## src/rtl/pipeline_hazard_ctrl.sv

```systemverilog
// pipeline_hazard_ctrl
// Control-flow sequencer for a 5-stage RV32I pipeline. It arbitrates between
// an EX-stage redirect (taken branch or jump), the instruction-memory refill
// window that follows a redirect, and ID/EX load-use stalls. It drives the
// PC and IF/ID write enables, the pipeline flushes and the redirect target,
// and keeps two saturating performance counters.
module pipeline_hazard_ctrl #(
    parameter int FLUSH_CYCLES = 1,   // IF/ID-flush cycles after a redirect, 0..7
    parameter int CNT_W        = 32   // width of taken_cnt / stall_cnt
) (
    input  logic             clk,
    input  logic             rst_n,
    input  logic             ex_valid,
    input  logic             is_branch,
    input  logic [31:0]      branch_target,
    input  logic             id_valid,
    input  logic [4:0]       id_rs1,
    input  logic [4:0]       id_rs2,
    input  logic             id_use_rs1,
    input  logic             id_use_rs2,
    input  logic             ex_mem_read,
    input  logic [4:0]       ex_rd,
    output logic             pc_we,
    output logic             pc_redirect,
    output logic [31:0]      redirect_pc,
    output logic             if_id_we,
    output logic             if_id_flush,
    output logic             id_ex_flush,
    output logic             busy,
    output logic [CNT_W-1:0] taken_cnt,
    output logic [CNT_W-1:0] stall_cnt
);

    typedef enum logic {
        RUN   = 1'b0,
        FLUSH = 1'b1
    } state_e;

    // Value loaded into the flush down-counter when a redirect opens a window.
    localparam int          FLUSH_INIT_I = (FLUSH_CYCLES > 0) ? (FLUSH_CYCLES - 1) : 0;
    localparam logic [2:0]  FLUSH_INIT   = 3'(FLUSH_INIT_I);
    localparam logic [CNT_W-1:0] CNT_ONE = CNT_W'(1);

    state_e           state_q;
    logic [2:0]       fcnt_q;
    logic [CNT_W-1:0] taken_q;
    logic [CNT_W-1:0] stall_q;

    logic take;
    logic lu;

    // Redirect request and load-use hazard detection (x0 loads never stall).
    always_comb begin
        take = ex_valid & is_branch;
        lu   = id_valid & ex_mem_read & (ex_rd != 5'd0) &
               ((id_use_rs1 & (id_rs1 == ex_rd)) | (id_use_rs2 & (id_rs2 == ex_rd)));
    end

    // Control outputs: priority take > flush window > load-use > normal flow.
    always_comb begin
        // NOTE: every output gets a default first so no path can infer a latch.
        pc_we       = 1'b0;
        pc_redirect = 1'b0;
        if_id_we    = 1'b0;
        if_id_flush = 1'b0;
        id_ex_flush = 1'b0;
        if (rst_n) begin
            if (take) begin
                pc_we       = 1'b1;
                pc_redirect = 1'b1;
                if_id_we    = 1'b1;
                if_id_flush = 1'b1;
                id_ex_flush = 1'b1;
            end else if (state_q == FLUSH) begin
                pc_we       = 1'b1;
                if_id_we    = 1'b1;
                if_id_flush = 1'b1;
            end else if (lu) begin
                id_ex_flush = 1'b1;
            end else begin
                pc_we       = 1'b1;
                if_id_we    = 1'b1;
            end
        end
    end

    // Status and counter outputs are forced to zero while reset is held.
    always_comb begin
        busy        = rst_n & (state_q == FLUSH);
        redirect_pc = rst_n ? branch_target : 32'd0;
        taken_cnt   = rst_n ? taken_q : '0;
        stall_cnt   = rst_n ? stall_q : '0;
    end

    // FSM, flush window counter and saturating perf counters.
    always_ff @(posedge clk) begin
        // NOTE: synchronous reset is sampled here, and all state uses <=.
        if (!rst_n) begin
            state_q <= RUN;
            fcnt_q  <= 3'd0;
            taken_q <= '0;
            stall_q <= '0;
        end else if (take) begin
            if (taken_q != '1) begin
                taken_q <= taken_q + CNT_ONE;
            end
            if (FLUSH_CYCLES > 0) begin
                state_q <= FLUSH;
                fcnt_q  <= FLUSH_INIT;
            end else begin
                state_q <= RUN;
                fcnt_q  <= 3'd0;
            end
        end else if (state_q == FLUSH) begin
            if (fcnt_q == 3'd0) begin
                state_q <= RUN;
            end else begin
                fcnt_q <= fcnt_q - 3'd1;
            end
        end else if (lu) begin
            if (stall_q != '1) begin
                stall_q <= stall_q + CNT_ONE;
            end
        end
    end

endmodule

```

## config.mk

```make
export PLATFORM = sky130hd
export DESIGN_NAME = pipeline_hazard_ctrl
export DESIGN_NICKNAME = d
export VERILOG_FILES = /design/src/rtl/pipeline_hazard_ctrl.sv
export SDC_FILE = /design/constraint.sdc
export NUM_CORES = 1
export LEC_CHECK = 0
export ABC_AREA = 1
export BUFFER_PORTS_ARGS = -buffer_cell sky130_fd_sc_hd__buf_2
export CORE_AREA = 2 2 113 104
export CTS_BUF_LIST = sky130_fd_sc_hd__clkbuf_16
export DETAILED_ROUTE_END_ITERATION = 12
export DIE_AREA = 0 0 115 106
export PLACE_DENSITY = 0.82
export SLEW_MARGIN = 15
export SYNTH_ARGS = -nofsm -noshare
export SYNTH_HDL_FRONTEND = slang
export SYNTH_SLANG_ARGS = --single-unit
```

## constraint.sdc

```tcl
create_clock -name clk -period 1.93 [get_ports clk]
set_clock_uncertainty 0.15 [all_clocks]
set_input_delay 0.0965 -clock clk [delete_from_list [all_inputs] [get_ports clk]]
set_output_delay 0.0965 -clock clk [all_outputs]
set_load 0.02 [all_outputs]
```

======== Yosys cells after proc, flatten, opt, wreduce, memory -nomap -nowiden ========
Cells that the tools add are included.
word-level totals
  bits in registers ....................... 68
  bits in latches ......................... 0
  memory bits (writable) .................. 0
  ROM bits ................................ 0
  input bits .............................. 55
  output and inout port bits .............. 102
  word-level logic and storage cells ...... 48
  memories ................................ 0
cells by class
  add/sub/neg operators ................... 3
  multipliers ............................. 0
  div/mod/pow operators ................... 0
  $lt $le $gt $ge ......................... 0
  equal/unequal tests ..................... 4
  shift-type cells ........................ 0
  muxes and demuxes ....................... 19
  bitwise operators ....................... 12
  reduce and logical (&&, ||, !) cells .... 6
operators with widths
  cell                                              count
  two-way mux 32 bit                                3
  adder 32 x 1 -> 32 bit, second input constant     2
  != test 32 bit, second input constant             2
  two-way mux 1 bit                                 16
  == test 5 bit                                     2
  bitwise AND 1 bit                                 7
  nonzero test 5 bit                                1
  NOT 1 bit                                         4
  AND reduction 2 bit                               2
  AND reduction 4 bit                               1
  zero test 3 bit                                   1
  subtractor 3 x 1 -> 3 bit, second input constant  1
  OR reduction 2 bit                                1
  OR 1 bit                                          1

======== Depth between registers and ports, before layout ========
Gate-level depths: netlist of run 1.
  word-level depth ........................ 8
  gate-level depth with buffers ........... 13

======== Worst setup path after synthesis of run 1 ========
No wires, ideal clock.
  kind .................................... reg2reg
  start ................................... register stall_q[0]
  end ..................................... register stall_q[2]
  library setup time ...................... 0.115 ns
  data arrival time ....................... 1.527 ns
  data required time ...................... 1.665 ns
  path slack .............................. 0.138 ns
  cell stages (with the launch flop) ...... 12
  clock period less this slack ............ 1.792 ns
  cells stage by stage .................... dfxtp_1 ha_1 nand3_2 inv_1 nand2_1 nor2_1 nand2_1 buf_2 nand4_1 nand2_1 nand2_1 nor2_1
on the way
  cells in the longest elaborated chain, start to end .. 2
  elaborated cells on any way between the ends .. 3
  those cells by class .................... 1 x add/sub; 1 x eq/ne; 1 x reduce/logical
ends and longest elaborated chain
  element                                                         RTL line  source
  start: declaration                                              47        logic [CNT_W-1:0] stall_q;
  start signal: assignment                                        122       stall_q <= stall_q + CNT_ONE;
  branches (longest 2 deep; another with adder 32 x 1 -> 32 bit)  n/a
Several ways; the timed one is not identified.
A chain may end at the register's enable or synchronous reset.

======== Worst setup path after layout of run 1 ========
  start ................................... register taken_q[16]
  end ..................................... register taken_q[17]
on the way
  cells in the longest elaborated chain, start to end .. 2
  elaborated cells on any way between the ends .. 3
  those cells by class .................... 1 x add/sub; 1 x eq/ne; 1 x reduce/logical
ends and longest elaborated chain
  element                                                         RTL line  source
  start: declaration                                              46        logic [CNT_W-1:0] taken_q;
  start signal: assignment                                        105       taken_q <= taken_q + CNT_ONE;
  branches (longest 2 deep; another with adder 32 x 1 -> 32 bit)  n/a
Several ways; the timed one is not identified.

==> results.md, run 1 <==
- Status: complete, no violations
- First-pass GRT wire length: 23,420 um
- Die ar.: 12,190 sq um
- FF+latch count, synth: 68
- Initial antenna violation count: 0
- Final min period: 1835 ps
- Via count: 6,084
- GP Congestion: 0.9304
- Io pins: 157
- Number of fill cells: 1,025
- Routed Antenna Nets: 0
- Vias per cell: 4.768
- Crit end category: register
- Reg2reg end: taken_q[17]$_SDFFE_PN0P_
- Largest net degree at the start of global routing: 54
- Warnings, synthesis: 0
- Reg2Reg Setup Slack: 100 ps
- Maximum vdd drop: 543.4 uV
- Drt drc: 0
- Final WL: 14,420 um
- Setup slack after layout: 95.38 ps
- Max-slew violation count: 0
- Die height: 106 um
- Pre-antenna DRT Iters: 5
- Clock latency on the worst-skew pair: 340 ps
- Fmax: 545.1 MHz
- Netlist Area Pre-Place: 5095 sq um
- Hpwl dp: 10,730 um
- CTS sink cnt: 68
- Worst slew margin: 76.07%
- Crit start category: register
- Core ar.: 11,110 sq um
- Pre-CTS setup slack: 79.64 ps
- Share of cells above drive strength 1: 24.65%
- Final nets: 1,194
- H-tree Lvls: 3
- Most frequent cells in the layout: nand2_1 (337), inv_1 (179), buf_2 (155), nor2_1 (148), dfxtp_1 (62)
- Fin crit share: 95.06%
- CTS Buf Count: 9
- Critical path origin: taken_q[16]$_SDFFE_PN0P_
- WP data required: 2010 ps
- Register area share after synthesis: 26.72%
- Rows: 37
- Wirelength per Cell: 11.30 um
- P per Cell Area: 510.9 nW/um^2
- WS Path Type: register to register
- WP data arrival: 1910 ps
- Max-cap check violation count: 0
- Reg2reg start: taken_q[16]$_SDFFE_PN0P_
- End of the critical path: taken_q[17]$_SDFFE_PN0P_
- Grt ovf: 0
- CTS tree: done
- Die Wd: 115 um
- Maximum clock insertion buffer count: 2
- Number of port buffers: 156
- Most common cell after layout, fill and taps aside: nand2_1
- Tot GR Track Use: 23.26%
- Clk pin slew, worst setup/hold paths: 70 ps
- Total power draw: 3.484 mW
- Syn-to-layout area delta: 33.84%
- Vias in the first global route: 5,300
- Final hold violations: 0
- Unique masters post-synth: 31
- Crit path max fanout: 31
- CTS root buf: clkbuf_16
- Initial DRC Count: 408
- Syn Area/Cell: 5.449 sq um
- Cells after Synth: 935
- Hold crit path type: input pin to register
- Ant diodes: 0
- Actual slew at the worst max-slew pin: 357.7 ps
- Starting Density: 45.86%
- Final Setup Violations: 0
- R2R depth: 12
- Unrepaired setup endpoints after global routing: true
- Synth Net Count: 994
- Static leakage: 3.972 nW
## repair_timing
item | 4_1_cts | 5_1_grt
buffers inserted | 0 | 6
gates resized for setup | 0 | 29
hold buffers | 1 | 0
endpoints found under the setup margin | 0 | 45
endpoints found under the hold margin | 4 | 0
## registers in the layout (all words and copies together) (netlist names)
| name | cells |
|---|---|
| taken_q | 32 |
| state_q | 1 |
| fcnt_q | 3 |
| stall_q | 32 |
## cell usage after synthesis (all sizes together)
| library cell | instances | area share [%] |
|---|---|---|
| nand2 | 342 | 25 |
| inv | 180 | 13 |
| nor2 | 163 | 12 |
| dfxtp | 68 | 27 |
| nand3 | 30 | 3.2 |
| a21oi | 29 | 3.7 |
| nand4 | 24 | 2.9 |
| clkbuf | 17 | 1.3 |
| o21ai | 15 | 1.5 |
| xor2 | 15 | 2.6 |
| buf | 13 | 1.8 |
| nor3 | 12 | 1.3 |
| nand3b | 6 | 0.88 |
| ha | 4 | 0.98 |
| o21bai | 4 | 0.59 |
| nor3b | 3 | 0.44 |
| xnor2 | 3 | 0.52 |
| a211oi | 2 | 0.29 |
| and3 | 2 | 0.25 |
| clkinv | 2 | 0.15 |
| or2 | 1 | 0.12 |
## metal layers
metal	GRT usage, %	vias up	part of all wire [%]
li1	-	3189	-
met4	6.627	0	1.5
met3	3.364	19	6.4
met2	36.97	238	44
met1	32.74	2638	48
met5	0	-	0
## critical path: stages, from the launching register on
cell     delay, ps
dfxtp_1        450
nand2_1        120
inv_1           90
nand3_1         90
nor2_1         190
nand2_1        100
nand2_2         80
inv_1           70
buf_12         170
nand2_1         80
nand2_1         50
nand2_1         50
nor2_1          40
## cells by family (layout without fill, tap and decap cells)
group	after synthesis	count (layout)	share of synthesized area, %
simple gates	583	583	46.71
buf+inv	212	417	16.48
flops	68	68	26.72
compound gates	50	50	6.017
xor+xnor	18	18	3.094
fa+ha+maj	4	4	0.9824
## worst min path at each step
stage                           startpoint                     end  slack, ps  depth (start not counted)
CTS                              is_branch      state_q$_SDFF_PN0_         60                          4
floorplan                 branch_target[0]          redirect_pc[0]        170                          2
global route                     is_branch      state_q$_SDFF_PN0_        130                          4
finish                           is_branch      state_q$_SDFF_PN0_         80                          4
detailed placement  fcnt_q[0]$_SDFFE_PP0P_  fcnt_q[0]$_SDFFE_PP0P_        310                          2
global placement    fcnt_q[0]$_SDFFE_PP0P_  fcnt_q[0]$_SDFFE_PP0P_        300                          2
## area by class of cell
cell class / instances / area (sq um) / area share, %
clock buffers: 9 / 225.2 / 3.303
clock inverters: 7 / 76.32 / 1.119
inverters: 182 / 683.2 / 10.02
multi-input cells: 655 / 2969 / 43.54
flip-flops and latches: 68 / 1369 / 20.07
well taps: 136 / 170.2 / 2.495
repair buffers: 219 / 1326 / 19.45
## where the power goes
| group | switching [mW] | internal, mW | total (mW) |
|---|---|---|---|
| Sequential | 0.00364 | 1.41 | 1.41 |
| Combinational | 0.251 | 0.147 | 0.398 |
| Clock | 0.667 | 1.01 | 1.67 |
## through the flow
step                hold slack, ps  util, %  setup TNS [ps]  cells  area (sq um)
finish                       80.23    61.37               0   1276          6819
global route                 129.5    61.37          -181.7   1276          6819
CTS                          56.34    60.00               0   1269          6666
detailed placement           309.4    57.20               0   1252          6355
global placement             302.7    57.20               0   1252          6355
floorplan                    174.2        -               0    935          5095
(Power assumes the default switching activity.)
==> run 2: changes to the inputs <==
- CORE_AREA: 2 2 113 104 -> 2 2 107 99
- DIE_AREA: 0 0 115 106 -> 0 0 109 101
- PLACE_DENSITY: 0.82 -> 0.86
- clock period: 1.93 -> 2.1 ns (I/O delays scaled with it)
==> run 2 against run 1 <==
Cell count decreased by 2.8%. Utilization rose by 3.8 points. Total power decreased by 11%. Routed wire length fell by 2.9%. Final area shrank 4.9%. Clock-buffer cell count did not move. Critical path type unchanged. Critical endpoint is now taken_q[25]$_SDFFE_PN0P_. Largest cell class unchanged.
==> results.md, run 2 (synthesis gave the netlist of run 1 again) <==
- Total power draw: 3.111 mW
- Cts hold-fix bufs: 0
- Number of fill cells: 873
- Pre-CTS setup slack: 56.57 ps
- HP Start: is_branch
- Fin crit share: 94.76%
- P per Cell Area: 479.8 nW/um^2
- Worst slew margin: 65.31%
- Vias in the first global route: 5,280
- Initial antenna violation count: 0
- Worst path slowest cell: dfxtp_1
- WP data arrival: 2110 ps
- Crit end category: register
- Reg2reg start: taken_q[3]$_SDFFE_PN0P_
- First-pass GRT wire length: 23,050 um
- Final min period: 1990 ps
- Critical Path, Cell by Cell: nand2_1, nor2_1, nand2_1, nor2_2, buf_4, nand2_1, xnor2_1, nand2_1, a21oi_2
- Final core occ: 65.22%
- Rows: 35
- Die ar.: 11,010 sq um
- Hold-critical path depth: 4
- Die height: 101 um
- Crit start category: register
- Reg2reg end: taken_q[25]$_SDFFE_PN0P_
- Grt ovf: 0
- Hpwl dp: 10,270 um
- H-tree Lvls: 3
- Starting Density: 51.25%
- Syn-to-layout area delta: 27.26%
- Max-slew violation count: 0
- Final WL: 13,990 um
- Final nets: 1,165
- Largest net degree at the start of global routing: 109
- Via count: 6,099
- CTS root buf: clkbuf_16
- Tot GR Track Use: 25.72%
- Most frequent cells in the layout: nand2_1 (340), inv_1 (181), nor2_1 (155), buf_2 (155), dfxtp_1 (65)
- Reg2Reg Setup Slack: 110 ps
- Pre-antenna DRT Iters: 6
- Ant diodes: 0
- Final Setup Violations: 0
- Core ar.: 9941 sq um
- Maximum vdd drop: 417.0 uV
- Die Wd: 109 um
- Vias per cell: 4.919
- Routed Antenna Nets: 0
- Share of cells above drive strength 1: 21.33%
- Hold Crit Endpoint: state_q$_SDFF_PN0_
- Clock latency on the worst-skew pair: 330 ps
- WS Path Type: register to register
- Clk pin slew, worst setup/hold paths: 60 ps
- Wirelength per Cell: 11.28 um
- Hold crit path type: input pin to register
- CP max stage delay: 430 ps
- Static leakage: 3.794 nW
- Number of port buffers: 156
- Top flop regs: stall_q x32, taken_q x32, fcnt_q x3
- CTS Buf Count: 9
- WP data required: 2220 ps
- Io pins: 157
- Fmax: 502.5 MHz
- CTS tree: done
- Crit path max fanout: 5
- Critical path origin: taken_q[3]$_SDFFE_PN0P_
- CTS sink cnt: 68
- Actual slew at the worst max-slew pin: 517.1 ps
- Setup slack after layout: 110.0 ps
- Initial DRC Count: 436
- Max-cap check violation count: 0
- R2R depth: 9
- GP Congestion: 0.9572
- Drt drc: 0
- Crit path top cell by count: nand2_1
- Status: complete, no violations
- Most common cell after layout, fill and taps aside: nand2_1
- Final hold violations: 0
- Maximum clock insertion buffer count: 2
-- run 2: cell types whose count changed in the layout (fill, tap and decap cells not counted), sizes merged --
cell,change
buf,-27
clkbuf,-1
clkinvlp,-1
dlygate4sd3,-1
inv,+1
-- run 2: critical path: cells and delay by family (launching register included) --
| family | cells | cell delay, ps |
|---|---|---|
| simple gates | 6 | 860 |
| flops | 1 | 430 |
| xor+xnor | 1 | 200 |
| buf+inv | 1 | 160 |
| compound gates | 1 | 120 |
-- run 2: final cells by class --
| cell class | instances | area [sq um] | area share (%) |
|---|---|---|---|
| tap | 129 | 161.4 | 2.489 |
| timing repair buffer | 190 | 1067 | 16.46 |
| sequential | 68 | 1365 | 21.05 |
| multi-input combinational | 655 | 2922 | 45.06 |
| clock buffer | 9 | 225.2 | 3.474 |
| clock inverter | 7 | 60.06 | 0.9263 |
| inverter | 182 | 683.2 | 10.54 |
-- run 2: how the worst max path moves through the flow --
stage                                     to  slack [ps]
detailed placement  taken_q[17]$_SDFFE_PN0P_          60
global route        stall_q[18]$_SDFFE_PN0P_          -8
floorplan            stall_q[2]$_SDFFE_PN0P_         310
global placement    stall_q[30]$_SDFFE_PN0P_         140
CTS                 taken_q[17]$_SDFFE_PN0P_          50
finish              taken_q[25]$_SDFFE_PN0P_         110
-- run 2: per-layer routing --
metal	wire [um]	global-route usage, %	up-vias	share of wire [%]
li1	-	-	3128	-
met1	6201	33.93	2666	44
met2	6316	42.19	280	45
met3	1249	4.460	25	8.9
met4	225	8.974	0	1.6
met5	0	0	-	0
-- run 2: where the power goes --
group	switching (mW)	internal (mW)	leakage, nW
Combinational	0.225	0.123	3.10
Clock	0.560	0.903	0.148
Sequential	0.00433	1.30	0.549
-- run 2: timing repair --
action                     CTS  global route
resized for setup            0            12
setup endpoints to repair    0            53
buffers inserted             0             1
-- run 2: stage by stage --
stage / TNS, ps / hold WS, ps / cells / area (sq um)
after detailed placement: 0 / 314.4 / 1223 / 6156
after CTS: 0 / 57.97 / 1239 / 6441
after global routing: -8.077 / 101.5 / 1240 / 6484
final: 0 / 67.07 / 1240 / 6484
after floorplan: 0 / 191.2 / 935 / 5095
after global placement: 0 / 302.0 / 1223 / 6156
==> run 3: changes to the inputs <==
- CORE_AREA: 2 2 107 99 -> 2 2 105 97
- DIE_AREA: 0 0 109 101 -> 0 0 107 99
- PLACE_DENSITY: 0.86 -> 0.89
- clock period: 2.1 -> 2.6 ns (I/O delays scaled with it)
==> run 3 against run 2 <==
Fmax down 16%. Routed wire length is 3.2% lower. Sequential power down 19%. Sequential share of layout area is 0.72 points higher. Via count down 3.0%. Hold slack got worse by 43 ps. Sequential cell count unchanged. Utilization rose by 0.70 points. Combinational power down 23%. Critical path depth grew 2. Largest cell class unchanged. Largest power group unchanged. Highest routed layer unchanged.
==> results.md, run 3 (synthesis gave the netlist of run 1 again) <==
- Status: complete, no violations
- Crit start category: register
- Crit end category: register
- Vias in the first global route: 5,227
- Worst path slowest cell: nand3_2
- Cts hold-fix bufs: 0
- Via count: 5,915
- Worst slew margin: 37.42%
- Static leakage: 3.661 nW
- Final nets: 1,138
- Starting Density: 53.71%
- Clk pin slew, worst setup/hold paths: 60 ps
- WP data required: 2670 ps
- Initial DRC Count: 431
- Fin crit share: 91.10%
- Die ar.: 10,590 sq um
- Maximum clock insertion buffer count: 2
- Fmax: 422.2 MHz
- Number of fill cells: 824
- Core ar.: 9487 sq um
- Final hold violations: 0
- Maximum vdd drop: 270.9 uV
- Sequential power share: 40.4%
- PostCTS Resize Cnt: 0
- Placement Cell Area: 5944 sq um
- Crit path max-delay family: simple AND/OR/NAND/NOR gates
- Switching part of the total: 24.45%
- Most frequent cells in the layout: nand2_1 (340), inv_1 (181), nor2_1 (158), buf_2 (155), dfxtp_1 (68)
- Logic pwr share: 10.4%
- Largest net degree at the start of global routing: 81
- Rows: 34
- Clk pwr share: 49.2%
- WS Path Type: register to register
- Die Wd: 107 um
- Io pins: 157
- WP data arrival: 2440 ps
- Initial antenna violation count: 0
- CTS tree: done
- Multi-input logic area: 2894 sq um
- Ant diodes: 0
- Hold crit path type: input pin to register
- Top flop regs: stall_q x32, taken_q x32, fcnt_q x3
- Share of cells above drive strength 1: 18.45%
- Clock latency on the worst-skew pair: 330 ps
- CTS Buf Count: 9
- Max-cap check violation count: 0
- Post-route cell area: 6254 sq um
- Actual slew at the worst max-slew pin: 937.7 ps
- Int Pwr: 1.964 mW
- Hpwl dp: 9903 um
- CTS sink cnt: 68
- Number of port buffers: 156
- Final Setup Violations: 0
- Non-Filler Instances: 1,210
- Crit path max fanout: 19
- Pre-antenna DRT Iters: 5
- Vias per cell: 4.888
- Wirelength per Cell: 11.19 um
- H-tree Lvls: 3
- GP Congestion: 0.9485
- Syn-to-layout area delta: 22.74%
- Critical Path, Cell by Cell: ha_1, nand3_2, inv_1, nand2_1, nor2_1, nand2_1, nand3_2, nor2_1, nand2_1, nand2_1, nor2_1
- CP max stage delay: 420 ps
- P per Cell Area: 415.7 nW/um^2
- Placed cells: 1,194
- Tot GR Track Use: 26.08%
- Max-slew violation count: 0
- Final WL: 13,550 um
- Register area: 1361 sq um
- Drt drc: 0
- Net Switching: 635.5 uW
- Post-CTS setup buffers: 0
- Most common cell after layout, fill and taps aside: nand2_1
- First-pass GRT wire length: 23,010 um
- Crit path top cell by count: nand2_1
- Grt ovf: 0
- Routed Antenna Nets: 0
- Final min period: 2368 ps
- Post-route setup TNS: 0 ps
- Die height: 99 um
- CP bufs+invs: 1
- CTS root buf: clkbuf_16
- Unrepaired setup endpoints after global routing: false
[run 3: changes by cell type in the layout (fill, tap and decap cells not counted), moves of 2 or more]
cell	previous run	this run
clkinv_2	3	1
dfxtp_2	3	0
nor2_1	155	158
ha_2	2	0
ha_1	2	4
buf_4	32	7
nor2_4	2	0
dfxtp_1	65	68
[run 3: metal layers]
metal / part of all wire (%) / global-route usage (%) / vias to the layer above
li1: - / - / 3069
met1: 47 / 35.65 / 2575
met2: 44 / 42.72 / 247
met3: 6.8 / 3.704 / 24
met4: 1.8 / 7.892 / 0
met5: 0 / 0 / -
[run 3: layout make-up]
type | count | share of cell area (%)
multi-input cells | 655 | 46.28
flip-flops and latches | 68 | 21.77
repair buffers | 163 | 13.57
inverters | 182 | 10.92
clock buffers | 9 | 3.601
well taps | 126 | 2.521
clock inverters | 7 | 1.341
[run 3: power groups by stage]
stage          logic (mW)  clock network (mW)  registers, mW
3_3_place_gp        0.266                   0           1.07
2_1_floorplan       0.170                   0           1.07
4_1_cts             0.270                1.28           1.05
5_1_grt             0.302                1.33           1.05
6_report            0.269                1.28           1.05
3_5_place_dp        0.268                   0           1.07
[run 3: final timing paths]
path / cells past startpoint / slack [ps] / startpoint / end
hold reg to reg: 2 / 330 / fcnt_q[0]$_SDFFE_PP0P_ / fcnt_q[0]$_SDFFE_PP0P_
setup / recovery: 11 / 230 / stall_q[0]$_SDFFE_PN0P_ / stall_q[29]$_SDFFE_PN0P_
setup reg to reg: 11 / 230 / stall_q[0]$_SDFFE_PN0P_ / stall_q[29]$_SDFFE_PN0P_
hold / removal: 3 / 20 / rst_n / stall_q[25]$_SDFFE_PN0P_
[run 3: stage by stage]
stage	setup WS [ps]	util (%)	power (mW)	hold WS, ps
2_1_floorplan	808.2	-	1.242	224.4
3_3_place_gp	363.7	62.66	1.339	301.6
3_5_place_dp	293.9	62.66	1.342	318.6
4_1_cts	261.7	65.92	2.603	21.27
5_1_grt	17.10	65.92	2.683	43.75
6_report	231.5	65.92	2.600	24.31
[run 3: tightest hold or removal path: stages]
cell and delay (ps):
buf_4 200, nand2_1 90, nor2_1 30
